==> config.mk <==
export PLATFORM = sky130hd
export DESIGN_NAME = ud_multiciclo
export DESIGN_NICKNAME = d
export VERILOG_FILES = /design/src/rtl/ud_multiciclo_pkg.sv /design/src/rtl/ud_multiciclo_salidas.sv /design/src/rtl/ud_multiciclo.sv
export SDC_FILE = /design/constraint.sdc
export NUM_CORES = 1
export LEC_CHECK = 0
export ABC_AREA = 1
export BUFFER_PORTS_ARGS = -buffer_cell sky130_fd_sc_hd__buf_2
export CORE_MARGIN = 1.5
export CORE_UTILIZATION = 40
export DETAILED_ROUTE_END_ITERATION = 6
export GPL_ROUTABILITY_DRIVEN = 0
export PLACE_DENSITY = 0.65
export SLEW_MARGIN = 20
export SYNTH_ARGS = -nofsm -noshare
export SYNTH_HDL_FRONTEND = slang
export SYNTH_SLANG_ARGS = --single-unit
==> constraint.sdc <==
create_clock -name clk -period 1.44 [get_ports clk]
set_clock_uncertainty 0.2 [all_clocks]
set_input_delay 0.288 -clock clk [delete_from_list [all_inputs] [get_ports clk]]
set_output_delay 0.288 -clock clk [all_outputs]
set_load 0.005 [all_outputs]
==> src/rtl/ud_multiciclo_pkg.sv <==
// Shared definitions for the multicycle MIPS control unit: opcodes, FSM state
// encoding, datapath select codes and the decoded control word.
package ud_multiciclo_pkg;

  localparam logic [5:0] OP_R    = 6'b000000;
  localparam logic [5:0] OP_LW   = 6'b100011;
  localparam logic [5:0] OP_SW   = 6'b101011;
  localparam logic [5:0] OP_BEQ  = 6'b000100;
  localparam logic [5:0] OP_J    = 6'b000010;
  localparam logic [5:0] OP_ADDI = 6'b001000;

  typedef enum logic [3:0] {
    S_RESET   = 4'd0,
    S_FETCH   = 4'd1,
    S_DECODE  = 4'd2,
    S_EXEC    = 4'd3,
    S_RWB     = 4'd4,
    S_ADDI_EX = 4'd5,
    S_IWB     = 4'd6,
    S_MEMADDR = 4'd7,
    S_MEMRD   = 4'd8,
    S_MEMWB   = 4'd9,
    S_MEMWR   = 4'd10,
    S_BRANCH  = 4'd11,
    S_JUMP    = 4'd12,
    S_ILLEGAL = 4'd13
  } state_t;

  localparam logic [1:0] ALUOP_ADD  = 2'b00;
  localparam logic [1:0] ALUOP_SUB  = 2'b01;
  localparam logic [1:0] ALUOP_FUNC = 2'b10;

  localparam logic [1:0] SRCB_DR2     = 2'b00;
  localparam logic [1:0] SRCB_FOUR    = 2'b01;
  localparam logic [1:0] SRCB_IMM     = 2'b10;
  localparam logic [1:0] SRCB_IMM_SH2 = 2'b11;

  localparam logic [1:0] PCSRC_ALU    = 2'b00;
  localparam logic [1:0] PCSRC_ALUOUT = 2'b01;
  localparam logic [1:0] PCSRC_JUMP   = 2'b10;

  // pc_write_fetch is the fetch-cycle PC load that the top still gates with mem_ready.
  typedef struct packed {
    logic       pc_write;
    logic       pc_write_fetch;
    logic       pc_write_cond;
    logic       iord;
    logic       mem_read;
    logic       mem_write;
    logic       ir_write;
    logic       mem_to_reg;
    logic       reg_dst;
    logic       reg_write;
    logic       alu_src_a;
    logic [1:0] alu_src_b;
    logic [1:0] alu_op;
    logic [1:0] pc_source;
    logic       illegal;
  } ctrl_t;

endpackage

==> src/rtl/ud_multiciclo_salidas.sv <==
// Moore output decode: maps the registered FSM state onto the datapath control word.
import ud_multiciclo_pkg::*;

module ud_multiciclo_salidas (
  input  state_t i_state,
  output ctrl_t  o_ctrl
);

  // State to control word; every field not named for a state stays 0.
  always_comb begin
    o_ctrl = '0;
    case (i_state)
      S_FETCH: begin
        o_ctrl.pc_write_fetch = 1'b1;
        o_ctrl.mem_read       = 1'b1;
        o_ctrl.ir_write       = 1'b1;
        o_ctrl.alu_src_b      = SRCB_FOUR;
        o_ctrl.alu_op         = ALUOP_ADD;
        o_ctrl.pc_source      = PCSRC_ALU;
      end
      S_DECODE: begin
        o_ctrl.alu_src_b = SRCB_IMM_SH2;
        o_ctrl.alu_op    = ALUOP_ADD;
      end
      S_EXEC: begin
        o_ctrl.alu_src_a = 1'b1;
        o_ctrl.alu_src_b = SRCB_DR2;
        o_ctrl.alu_op    = ALUOP_FUNC;
      end
      S_RWB: begin
        o_ctrl.reg_dst   = 1'b1;
        o_ctrl.reg_write = 1'b1;
      end
      S_ADDI_EX, S_MEMADDR: begin
        o_ctrl.alu_src_a = 1'b1;
        o_ctrl.alu_src_b = SRCB_IMM;
        o_ctrl.alu_op    = ALUOP_ADD;
      end
      S_IWB: o_ctrl.reg_write = 1'b1;
      S_MEMRD: begin
        o_ctrl.mem_read = 1'b1;
        o_ctrl.iord     = 1'b1;
      end
      S_MEMWB: begin
        o_ctrl.mem_to_reg = 1'b1;
        o_ctrl.reg_write  = 1'b1;
      end
      S_MEMWR: begin
        o_ctrl.mem_write = 1'b1;
        o_ctrl.iord      = 1'b1;
      end
      S_BRANCH: begin
        o_ctrl.alu_src_a     = 1'b1;
        o_ctrl.alu_src_b     = SRCB_DR2;
        o_ctrl.alu_op        = ALUOP_SUB;
        o_ctrl.pc_write_cond = 1'b1;
        o_ctrl.pc_source     = PCSRC_ALUOUT;
      end
      S_JUMP: begin
        o_ctrl.pc_write  = 1'b1;
        o_ctrl.pc_source = PCSRC_JUMP;
      end
      S_ILLEGAL: o_ctrl.illegal = 1'b1;
      default:   o_ctrl = '0;
    endcase
  end

endmodule

==> src/rtl/ud_multiciclo.sv <==
// Multicycle MIPS control unit: Moore FSM sequencing the shared datapath, plus a
// retired-instruction counter.
import ud_multiciclo_pkg::*;

module ud_multiciclo #(
  parameter int CNT_W = 32
) (
  input  logic             clk,
  input  logic             rst_n,
  input  logic [5:0]       Op,
  input  logic             zf,
  input  logic             mem_ready,
  output logic             PCWrite,
  output logic             PCWriteCond,
  output logic             IorD,
  output logic             MemRead,
  output logic             MemToWrite,
  output logic             IRWrite,
  output logic             MemToReg,
  output logic             RegDst,
  output logic             RegWrite,
  output logic             ALUSrcA,
  output logic [1:0]       ALUSrcB,
  output logic [1:0]       ALUOp,
  output logic [1:0]       PCSource,
  output logic             illegal_op,
  output logic [CNT_W-1:0] instr_count
);

  state_t           r_state;
  state_t           w_next_state;
  logic             w_retire;
  logic [CNT_W-1:0] r_instr_count;
  ctrl_t            w_ctrl;
  logic             w_unused_zf;

  // The branch decision is made in the datapath through PCWriteCond.
  assign w_unused_zf = zf;

  // Next-state selection; w_retire marks the last cycle of a completed instruction.
  always_comb begin
    w_next_state = S_RESET;
    w_retire     = 1'b0;
    case (r_state)
      S_RESET:   w_next_state = S_FETCH;
      S_FETCH: begin
        if (mem_ready) w_next_state = S_DECODE;
        else           w_next_state = S_FETCH;
      end
      S_DECODE: begin
        case (Op)
          OP_R:          w_next_state = S_EXEC;
          OP_LW, OP_SW:  w_next_state = S_MEMADDR;
          OP_BEQ:        w_next_state = S_BRANCH;
          OP_J:          w_next_state = S_JUMP;
          OP_ADDI:       w_next_state = S_ADDI_EX;
          default:       w_next_state = S_ILLEGAL;
        endcase
      end
      S_EXEC:    w_next_state = S_RWB;
      S_ADDI_EX: w_next_state = S_IWB;
      S_MEMADDR: begin
        if (Op == OP_SW) w_next_state = S_MEMWR;
        else             w_next_state = S_MEMRD;
      end
      S_MEMRD: begin
        if (mem_ready) w_next_state = S_MEMWB;
        else           w_next_state = S_MEMRD;
      end
      S_MEMWR: begin
        if (mem_ready) begin
          w_next_state = S_FETCH;
          w_retire     = 1'b1;
        end else begin
          w_next_state = S_MEMWR;
        end
      end
      S_RWB, S_IWB, S_MEMWB, S_BRANCH, S_JUMP: begin
        w_next_state = S_FETCH;
        w_retire     = 1'b1;
      end
      S_ILLEGAL: w_next_state = S_ILLEGAL;
      default:   w_next_state = S_RESET;
    endcase
  end

  // State register and retired-instruction counter (wraps silently).
  always_ff @(posedge clk) begin
    if (!rst_n) begin
      r_state       <= S_RESET;
      r_instr_count <= '0;
    end else begin
      r_state <= w_next_state;
      if (w_retire) r_instr_count <= r_instr_count + CNT_W'(1);
      else          r_instr_count <= r_instr_count;
    end
  end

  ud_multiciclo_salidas u_salidas (
    .i_state (r_state),
    .o_ctrl  (w_ctrl)
  );

  // Only the fetch PC load sees an input; all else follows the registered state.
  assign PCWrite     = w_ctrl.pc_write | (w_ctrl.pc_write_fetch & mem_ready);
  assign PCWriteCond = w_ctrl.pc_write_cond;
  assign IorD        = w_ctrl.iord;
  assign MemRead     = w_ctrl.mem_read;
  assign MemToWrite  = w_ctrl.mem_write;
  assign IRWrite     = w_ctrl.ir_write;
  assign MemToReg    = w_ctrl.mem_to_reg;
  assign RegDst      = w_ctrl.reg_dst;
  assign RegWrite    = w_ctrl.reg_write;
  assign ALUSrcA     = w_ctrl.alu_src_a;
  assign ALUSrcB     = w_ctrl.alu_src_b;
  assign ALUOp       = w_ctrl.alu_op;
  assign PCSource    = w_ctrl.pc_source;
  assign illegal_op  = w_ctrl.illegal;
  assign instr_count = r_instr_count;

endmodule

==> reports/summary.txt, run 1 <==
Post-synth EDFFs -> 0
Root Driver -> clkbuf_8
Adder-Cell Fraction of Synth Area -> 0.00538
Actual slew at the worst max-slew pin -> 0.315 ns
Share of cells above drive strength 1 -> 0.530
CTS tree -> yes
Final Core Density -> 0.763
Port Buffer Count -> 57
Number of max-cap violations -> 0
Die Y -> 79.3 um
DP Worst Slack -> -0.211 ns
Power Density -> 626 mW/mm^2
Detailed Route WL -> 9.63 mm
CTS Sinks -> 36
Synthesized instance count -> 395
Synth Area in Compound Gates -> 0.103
Cell depth of the worst setup path -> 7
Seq/Total Area, Yosys -> 0.310
Final non-filler cell area -> 0.00425 sq mm
Placed cell area -> 0.00337 sq mm
Min setup slack post-route -> -0.390 ns
Clock Latency Late Sink -> 0.30 ns
Largest net degree at the start of global routing -> 20
Data required, critical path -> 0.95 ns
Grt total ovfl -> 0
Num CTS Buffers -> 5
Ys flop type -> dfxtp_1
Hold Crit Depth -> 6
DP HPWL -> 5.37 mm
Synth async-reset ratio -> 0
GR Util met2 -> 0.439
Design Power -> 2.66 mW
Post-layout nets -> 568
Status -> finished, violations left
Slowest cell on the critical path -> dfxtp_4
Fin crit period -> 1.83 ns
FF-to-FF setup slack -> -0.35 ns
Gr busiest metal -> met2
Worst setup SP type -> flop
Starting DRC count in detailed routing -> 205
Clk pin slew, worst setup/hold paths -> 0.08 ns
Post-synthesis simple-gate area fraction -> 0.470
CTS H-tree lvls -> 2
Tot GR Track Use -> 0.249
Worst setup endpoint -> PCWrite
Drt wl/cell -> 15.3 um
XOR/XNOR Fraction of Synth Area -> 0.0188
Critical path arrival -> 1.34 ns
Critical path type -> flop to primary output
Worst Path Max Fanout -> 4
DRT antenna net count -> 0
CTS Buffer Depth -> 2
Synthesized area -> 0.00233 sq mm
Tcrit/Tclk final -> 1.27
Setup violators final -> 54
Reg2reg end -> instr_count[7]
#FFs+latches synth -> 36
Delay-heaviest family, CP -> flip-flops
Syn avg cell area -> 5.89 sq um
Core box area -> 0.00557 sq mm
First-pass GRT wire length -> 12.4 mm
Mux share of post-synthesis cell area -> 0
Die W -> 79.3 um
Starting Density -> 0.417
Crit path top cell by count -> nor2_4
Final Hold Vio Count -> 0
Slew Viols, Final -> 0
Hold Path Class -> input port to flop
DR DRC count -> 0
Max-slew headroom -> 0.789
Met3 Use GR -> 0.0425
Yosys cell types -> 35
Antenna cells -> 0
Total Die Area -> 0.00628 sq mm
Drt first pass iters -> 6
Multi-input logic area -> 0.00189 sq mm
Filler cells -> 380
Number of global-route vias before repair -> 2820
Worst Reg-to-Reg Cells -> 11
Placement Rows -> 27
Peak VDD IR -> 0.473 mV
GR Layer Usage met1 -> 0.307
Final Non-Filler Cells -> 630
Fmax -> 547 MHz
Largest family of logic cells by synthesized area -> simple AND/OR/NAND/NOR gates
Placed insts -> 598
DR vias/cell -> 5.30
Via count -> 3342
Crit path capture type -> primary output
Syn Nets -> 406
Crit-path max cell delay -> 0.36 ns
Yosys warnings -> 0
Critical R2R Launch -> r_state[0]
Failing checks -> setup timing
IO Pins -> 59
Leak Pwr -> 1.85 nW
CP Buf/Inv Count -> 3
RSZ-0062 raised after global routing -> true
Critical path cell sequence -> buf_6, nor2_4, inv_4, nor2_4, nand2_2, o21ai_1, buf_2
Cts hold-fix bufs -> 0
Synthesis-to-layout area growth -> 82.7%
Critical Path Start -> r_state[3]
Storage cell area -> 758 sq um
Number of antenna violations at the first check in global routing -> 0
-- kinds of logic (layout without fill, tap and decap cells) --
family                     after synthesis  after routing
and+or+nand+nor                        257            258
AOI/OAI and AO/OA                       44             44
buffers and inverters                   52            214
adders and majority gates                1              1
xor gates and xnor gates                 5              5
DFF                                     36             36
-- how the worst min path moves through the flow --
stage,end,from
final,r_state[1],Op[4]
after global placement,instr_count[4],instr_count[4]
after floorplan,instr_count[0],instr_count[0]
after CTS,r_state[0],mem_ready
after detailed placement,instr_count[31],instr_count[31]
after global routing,r_state[3],Op[3]
-- synth_stat cells (2+ instances only) --
master | count | area, sq um
nand2_1 | 126 | 473
nand2_2 | 3 | 18.8
nor2_2 | 6 | 37.5
nand4_1 | 4 | 25.0
o21bai_1 | 3 | 22.5
xor2_1 | 3 | 26.3
nand2_4 | 2 | 22.5
o21ai_0 | 9 | 45.0
buf_4 | 3 | 22.5
nand3_1 | 22 | 110
a21oi_1 | 22 | 110
nor3_1 | 5 | 25.0
nand4_2 | 2 | 25.0
inv_2 | 3 | 11.3
inv_1 | 39 | 146
dfxtp_1 | 36 | 721
nor2_1 | 79 | 297
clkinv_1 | 2 | 7.51
clkbuf_1 | 3 | 11.3
and2_1 | 3 | 18.8
o21ai_1 | 5 | 25.0
xnor2_1 | 2 | 17.5
-- worst min-delay path: stages --
cell and delay (ns):
buf_2 0.09, nor2_1 0.04, nand3_1 0.11, nand2_1 0.06
nand2_1 0.05, a21oi_1 0.06
-- layout by cell type (no fill, tap or decap), types with 7 or more instances in the layout --
cell | netlist | final
dfxtp_2 | 0 | 9
nor2_1 | 79 | 55
dfxtp_1 | 36 | 20
o21ai_2 | 0 | 7
nand2_2 | 3 | 21
dfxtp_4 | 0 | 7
nand3_1 | 22 | 12
buf_2 | 1 | 54
nand2_1 | 126 | 98
nand2_4 | 2 | 10
buf_6 | 1 | 25
nand3_2 | 0 | 7
buf_4 | 3 | 78
a21oi_2 | 0 | 10
nor2_2 | 6 | 12
a21oi_1 | 22 | 11
nor2_4 | 1 | 19
inv_1 | 39 | 33
-- state kept, by name, summed over array words and instances (netlist names) --
register / cells
instr_count: 32
r_state: 4
-- area by class of cell --
cell class	instances	area share
clock buffer	8	0.0212
sequential	36	0.178
tap	72	0.0212
timing repair buffer	162	0.292
multi-input combinational	308	0.445
inverter	44	0.0424
-- through the flow --
| step | setup TNS, ns | hold slack [ns] |
|---|---|---|
| floorplan | -0.654 | 0.257 |
| global route | -18.43 | 0.269 |
| finish | -15.83 | 0.234 |
| detailed placement | -6.10 | 0.284 |
| global placement | -5.11 | 0.276 |
| CTS | -12.11 | 0.200 |
-- layer usage --
| metal | up-vias | wire [um] |
|---|---|---|
| li1 | 1574 | - |
| met1 | 1562 | 3710 |
| met2 | 156 | 4870 |
| met3 | 50 | 621 |
| met4 | 0 | 435 |
| met5 | - | 0 |
-- where the power goes --
part	internal, mW	switching [mW]
Clock	0.391	0.392
Sequential	1.01	0.0359
Combinational	0.405	0.423
-- timing repair --
item / CTS / global route
pin swaps: 8 / 43
gates cloned: 2 / 0
setup buffers: 14 / 11
resized for setup: 49 / 115
setup endpoints to repair: 56 / 55
Power figures use the tool's default switching activity.
==> run 2: changes to the inputs <==
--- a/config.mk
+++ b/config.mk
@@ -12,6 +12,7 @@
 export DETAILED_ROUTE_END_ITERATION = 6
 export GPL_ROUTABILITY_DRIVEN = 0
 export PLACE_DENSITY = 0.65
+export RECOVER_POWER = 50
 export SLEW_MARGIN = 20
 export SYNTH_ARGS = -nofsm -noshare
 export SYNTH_HDL_FRONTEND = slang
==> reports/summary.txt, run 2 (synthesis gave the netlist of run 1 again) <==
Peak VDD IR -> 0.472 mV (-0.21%)
Commonest non-fill, non-tap cell in the layout -> nand2_1
DRT antenna net count -> 0 (unchanged)
Max-slew headroom -> 0.795 (+0.00624)
Actual slew at the worst max-slew pin -> 0.306 ns (-0.00933 ns)
Largest net degree at the start of global routing -> 20 (unchanged)
Final Core Density -> 0.760 (-0.00225)
Number of antenna violations at the first check in global routing -> 0 (unchanged)
Fin crit period -> 1.83 ns (+0.00290 ns)
Synthesis-to-layout area growth -> 82.2%
Number of global-route vias before repair -> 2820 (unchanged)
Tcrit/Tclk final -> 1.27 (+0.00201)
Via count -> 3340 (-0.060%)
Number of max-cap violations -> 0 (unchanged)
DR DRC count -> 0 (unchanged)
DR vias/cell -> 5.30 (about the same)
Antenna cells -> 0 (unchanged)
Largest register FFs -> 32 (unchanged)
Slew Viols, Final -> 0 (unchanged)
Die W -> 79.3 um (unchanged)
Tot GR Track Use -> 0.249 (unchanged)
Crit path capture type -> primary output
Placement Rows -> 27 (unchanged)
DP Worst Slack -> -0.211 ns (unchanged)
Critical path arrival -> 1.34 ns (about the same)
Detailed Route WL -> 9.65 mm (+0.13%)
DP HPWL -> 5.37 mm (unchanged)
CTS tree -> yes
Drt wl/cell -> 15.3 um (+0.13%)
Die Y -> 79.3 um (unchanged)
Setup violators final -> 57 (+5.6%)
Data required, critical path -> 0.95 ns (about the same)
Clk pin slew, worst setup/hold paths -> 0.08 ns (about the same)
Grt total ovfl -> 0 (unchanged)
Fmax -> 546 MHz (-0.16%)
Critical path type -> flop to primary output
Status -> finished, violations left
Port Buffer Count -> 57 (unchanged)
Num CTS Buffers -> 5 (unchanged)
Root Driver -> clkbuf_8
CTS Buffer Depth -> 2 (unchanged)
Share of cells above drive strength 1 -> 0.523 (-0.00717)
Core box area -> 0.00557 sq mm (unchanged)
Starting DRC count in detailed routing -> 204 (-0.49%)
Total Die Area -> 0.00628 sq mm (unchanged)
Hold Path Class -> input port to flop
Commonest cells after routing, fill and taps aside -> 98 x nand2_1, 74 x buf_4, 55 x nor2_1
Post-layout nets -> 568 (unchanged)
CTS H-tree lvls -> 2 (unchanged)
Worst Path Max Fanout -> 4 (unchanged)
Min setup slack post-route -> -0.393 ns (-0.00290 ns)
CTS Sinks -> 36 (unchanged)
First-pass GRT wire length -> 12.4 mm (unchanged)
IO Pins -> 59 (unchanged)
Starting Density -> 0.417 (unchanged)
Leak Pwr -> 1.85 nW (-0.27%)
Drt first pass iters -> 5 (-1)
RSZ-0062 raised after global routing -> true
Failing checks -> setup timing
Clock Latency Late Sink -> 0.30 ns (about the same)
Final Hold Vio Count -> 0 (unchanged)
Power Density -> 630 mW/mm^2 (+0.63%)
Worst setup SP type -> flop
## run 2: cell types whose count changed in the layout (fill, tap and decap cells not counted), sizes merged
cell	delta
buf	-4
clkbuf	+4
## run 2: timing repair
| action | CTS | global route |
|---|---|---|
| hold buffers | 0 | 0 |
| setup endpoints to repair | 56 | 55 |
| pin swaps | 8 | 43 |
| setup buffers | 14 | 11 |
| gates resized for setup | 49 | 115 |
| cloned | 2 | 0 |
## run 2: where the power goes
group | total [mW] | internal (mW) | switching, mW | leakage, nW
combinational | 0.829 | 0.405 | 0.424 | 1.50
sequential | 1.05 | 1.01 | 0.0359 | 0.298
clock | 0.792 | 0.391 | 0.401 | 0.0455
## run 2: worst max-delay path, cell delays in order, from the launching register on
cell	delay, ns
dfxtp_4	0.36
buf_6	0.13
nor2_4	0.11
inv_4	0.07
nor2_4	0.13
nand2_2	0.07
o21ai_1	0.06
buf_2	0.12
## run 2: path summary, 6_finish.rpt
| check | start | endpoint | slack [ns] | depth (start not counted) |
|---|---|---|---|---|
| max | r_state[3] | PCWrite | -0.39 | 7 |
| min | Op[4] | r_state[1] | 0.22 | 6 |
| max reg2reg | instr_count[26] | instr_count[31] | -0.36 | 8 |
| min reg2reg | instr_count[9] | instr_count[9] | 0.31 | 2 |
## run 2: routing by layer
metal	wire length, um	global-route usage	part of all wire	up-vias
li1	-	-	-	1573
met1	3690	0.307	0.38	1556
met2	4850	0.439	0.50	155
met3	636	0.0425	0.066	56
met4	476	0.0737	0.049	0
met5	0	0	0	-
## run 2: layout make-up
cell class                      instances  area (sq um)
Clock buffer                            8          90.1
Fill cell                             387          1340
Inverter                               44           180
Multi-Input combinational cell        308          1890
Sequential cell                        36           753
Tap cell                               72          90.1
Timing Repair Buffer                  162          1230
## run 2: through the flow
step | power [mW] | cell area (sq um) | hold slack (ns) | TNS (ns) | instances
floorplan | 1.28 | 2420 | 0.257 | -0.654 | 395
global placement | 1.51 | 3370 | 0.276 | -5.11 | 598
detailed placement | 1.52 | 3370 | 0.284 | -6.10 | 598
CTS | 2.45 | 3750 | 0.200 | -12.11 | 622
global route | 2.74 | 4240 | 0.269 | -18.55 | 630
finish | 2.67 | 4240 | 0.224 | -15.86 | 630
==> run 3: changes to the inputs <==
--- a/config.mk
+++ b/config.mk
@@ -5,13 +5,12 @@
 export SDC_FILE = /design/constraint.sdc
 export NUM_CORES = 1
 export LEC_CHECK = 0
-export ABC_AREA = 1
 export BUFFER_PORTS_ARGS = -buffer_cell sky130_fd_sc_hd__buf_2
 export CORE_MARGIN = 1.5
-export CORE_UTILIZATION = 40
+export CORE_UTILIZATION = 47
 export DETAILED_ROUTE_END_ITERATION = 6
 export GPL_ROUTABILITY_DRIVEN = 0
-export PLACE_DENSITY = 0.65
+export PLACE_DENSITY = 0.76
 export RECOVER_POWER = 50
 export SLEW_MARGIN = 20
 export SYNTH_ARGS = -nofsm -noshare
==> reports/summary.txt, run 3 <==
Yosys warnings -> 0 (unchanged)
Drt first pass iters -> 6 (+1)
IO Pins -> 59 (unchanged)
Total negative slack -> -24.32 ns (-8.46 ns)
Failing checks -> setup timing
Status -> finished, violations left
Number of antenna violations at the first check in global routing -> 0 (unchanged)
Reg2reg end -> instr_count[30]
Number of max-cap violations -> 0 (unchanged)
Worst setup SP type -> flop
Comb power frac -> 0.216 (-0.094)
Num CTS Buffers -> 5 (unchanged)
CTS H-tree lvls -> 2 (unchanged)
Hold Path Class -> input port to flop
Final Non-Filler Cells -> 486 (-23%)
Sw Pwr -> 687 uW (-20%)
Share of the synthesized area in the top cell type -> 0.334 (+0.0243)
Largest net degree at the start of global routing -> 30 (+50%)
Leading area contributor after synthesis -> dfxtp_1
Share of cells above drive strength 1 -> 0.654 (+0.131)
Peak VDD IR -> 0.451 mV (-4.3%)
DP HPWL -> 4.60 mm (-14%)
CTS Buffer Depth -> 2 (unchanged)
DRT antenna net count -> 0 (unchanged)
CTS tree -> yes
Top-count cell post-synth -> dfxtp_1
Synth async-reset ratio -> 0 (unchanged)
Final Hold Vio Count -> 0 (unchanged)
First-pass GRT wire length -> 14.2 mm (+14%)
Post-synth EDFFs -> 0 (unchanged)
Tcrit/Tclk final -> 1.46 (+0.188)
Max-slew headroom -> 0.700 (-0.0952)
RSZ-0062 raised after global routing -> true
Starting Density -> 0.492 (+0.0747)
Placement Rows -> 24 (-11%)
Clk pin slew, worst setup/hold paths -> 0.09 ns (about the same)
Core box area -> 0.00438 sq mm (-21%)
Top post-synthesis cells by count -> 36 x dfxtp_1, 29 x a21oi_1, 23 x nand2_1
Syn avg cell area -> 7.82 sq um (+33%)
Clk pwr share -> 0.346 (+0.049)
Setup violators final -> 61 (+7.0%)
Worst Reg-to-Reg Cells -> 5 (-3)
Crit path capture type -> flop
Critical path type -> flop to flop
Tot GR Track Use -> 0.353 (+0.105)
DR vias/cell -> 6.99 (+32%)
Power Density -> 555 mW/mm^2 (-12%)
Detailed Route WL -> 12.2 mm (+27%)
Die W -> 70.7 um (-11%)
Root Driver -> clkbuf_8
Largest register FFs -> 32 (unchanged)
Seq/Total Area, Yosys -> 0.334 (+0.0243)
Filler cells -> 110 (-72%)
Port Buffer Count -> 57 (unchanged)
Commonest non-fill, non-tap cell in the layout -> buf_4
Min setup slack post-route -> -0.663 ns (-0.271 ns)
Placed insts -> 437 (-27%)
Grt total ovfl -> 0 (unchanged)
Drt wl/cell -> 25.2 um (+64%)
Fmax -> 475 MHz (-13%)
Critical Path Start -> instr_count[27]
Slew Viols, Final -> 0 (unchanged)
Leak Pwr -> 1.76 nW (-4.6%)
Internal power -> 1.63 mW (-10%)
DR DRC count -> 0 (unchanged)
Ys flop type -> dfxtp_1
Syn Nets -> 287 (-29%)
Actual slew at the worst max-slew pin -> 0.446 ns (+0.140 ns)
Worst setup endpoint -> instr_count[30]
Clock Latency Late Sink -> 0.31 ns (about the same)
#FFs+latches synth -> 36 (unchanged)
Commonest cells after routing, fill and taps aside -> 76 x buf_4, 52 x buf_2, 34 x buf_6
Critical R2R Launch -> instr_count[27]
Worst Path Max Fanout -> 2 (-2)
Synthesis-to-layout area growth -> 93.6%
Post-layout nets -> 444 (-22%)
Switching power share of the total -> 0.297 (-0.0256)
Via count -> 3397 (+1.7%)
Die Y -> 70.7 um (-11%)
DP Worst Slack -> -0.539 ns (-0.328 ns)
Synthesized area -> 0.00216 sq mm (-7.3%)
FF-to-FF setup slack -> -0.66 ns (-0.30 ns)
Data required, critical path -> 1.47 ns (+0.52 ns)
Ranking of synthesized cells by area -> dfxtp_1 33%, or4_1 7.7%, o31ai_1 7.0%
Fin crit period -> 2.10 ns (+0.271 ns)
Synthesized instance count -> 276 (-30%)
CTS Sinks -> 36 (unchanged)
Yosys cell types -> 39 (+11%)
Critical path arrival -> 2.13 ns (+0.79 ns)
Total Die Area -> 0.00500 sq mm (-20%)
Sequential share of power -> 0.438 (+0.045)
Number of global-route vias before repair -> 2955 (+4.8%)
Antenna cells -> 0 (unchanged)
Final Core Density -> 0.952 (+0.192)
Starting DRC count in detailed routing -> 451 (+120%)
[run 3: cell types whose count changed after synthesis, moves of 6 or more]
cell | before | now
nor2_1 | 79 | 17
nand2b_1 | 0 | 11
a21oi_1 | 22 | 29
nand2_1 | 126 | 23
and4_1 | 0 | 7
nand3_1 | 22 | 12
o31ai_1 | 0 | 20
inv_1 | 39 | 4
nand4_1 | 4 | 13
mux2i_1 | 0 | 8
or4_1 | 0 | 22
nor2_2 | 6 | 0
clkbuf_1 | 3 | 12
[run 3: how the worst min path moves through the flow]
| stage | cells after the start | slack (ns) | start | endpoint |
|---|---|---|---|---|
| 3_3_place_gp | 2 | 0.26 | instr_count[31] | instr_count[31] |
| 2_1_floorplan | 2 | 0.24 | rst_n | instr_count[31] |
| 4_1_cts | 4 | 0.14 | Op[4] | r_state[1] |
| 5_1_grt | 4 | 0.21 | Op[2] | r_state[1] |
| 6_report | 4 | 0.20 | Op[2] | r_state[1] |
| 3_5_place_dp | 2 | 0.26 | instr_count[31] | instr_count[31] |
[run 3: power by group through the flow]
stage                     registers [mW]  clock network, mW  logic [mW]
after floorplan                     1.03                  0       0.148
after global placement              1.03                  0       0.246
after detailed placement            1.03                  0       0.251
after CTS                           1.01              0.768       0.351
after global routing                1.01              0.818       0.512
final                               1.01              0.801       0.500
[run 3: cells by family after synthesis]
group / Yosys count / synth area share
and+or+nand+nor: 132 / 0.350
muxes: 8 / 0.0371
AOI/OAI and AO/OA: 67 / 0.192
buffers and inverters: 29 / 0.0684
DFF: 36 / 0.334
xor gates and xnor gates: 3 / 0.0122
adders and majority gates: 1 / 0.00580
[run 3: repair_timing]
action / CTS / global route
hold buffers: 0 / 0
setup endpoints to repair: 52 / 60
cloned: 1 / 1
buffers inserted: 25 / 15
gates resized for setup: 98 / 73
pin swaps: 25 / 19
[run 3: routing by layer]
layer  part of all wire  GRT usage  wire length (um)
met1               0.35      0.402              4250
met4              0.075      0.180               913
met3               0.12     0.0755              1420
met2               0.46      0.621              5640
met5                  0          0                 0
[run 3: critical path, cell delays in order, from the launching register on]
cell and delay, ns:
dfxtp_1 0.38, nand4_1 0.16, or4_4 0.62, buf_6 0.15, nor4_4 0.23, mux2i_1 0.28
[run 3: final cells by class]
cell class                      count  area (sq um)  share of cell area
Clock buffer                        8          90.1              0.0216
Sequential cell                    36           758               0.182
Timing Repair Buffer              173          1420               0.340
Tap cell                           52          65.1              0.0156
Inverter                            6          22.5             0.00539
Multi-Input combinational cell    211          1820               0.436
[run 3: per-stage QoR]
step / power (mW) / instance area [sq um] / hold WS (ns)
6_report: 2.32 / 4180 / 0.199
5_1_grt: 2.34 / 4180 / 0.210
4_1_cts: 2.13 / 3740 / 0.138
3_5_place_dp: 1.28 / 3040 / 0.261
3_3_place_gp: 1.28 / 3040 / 0.258
2_1_floorplan: 1.18 / 2240 / 0.243
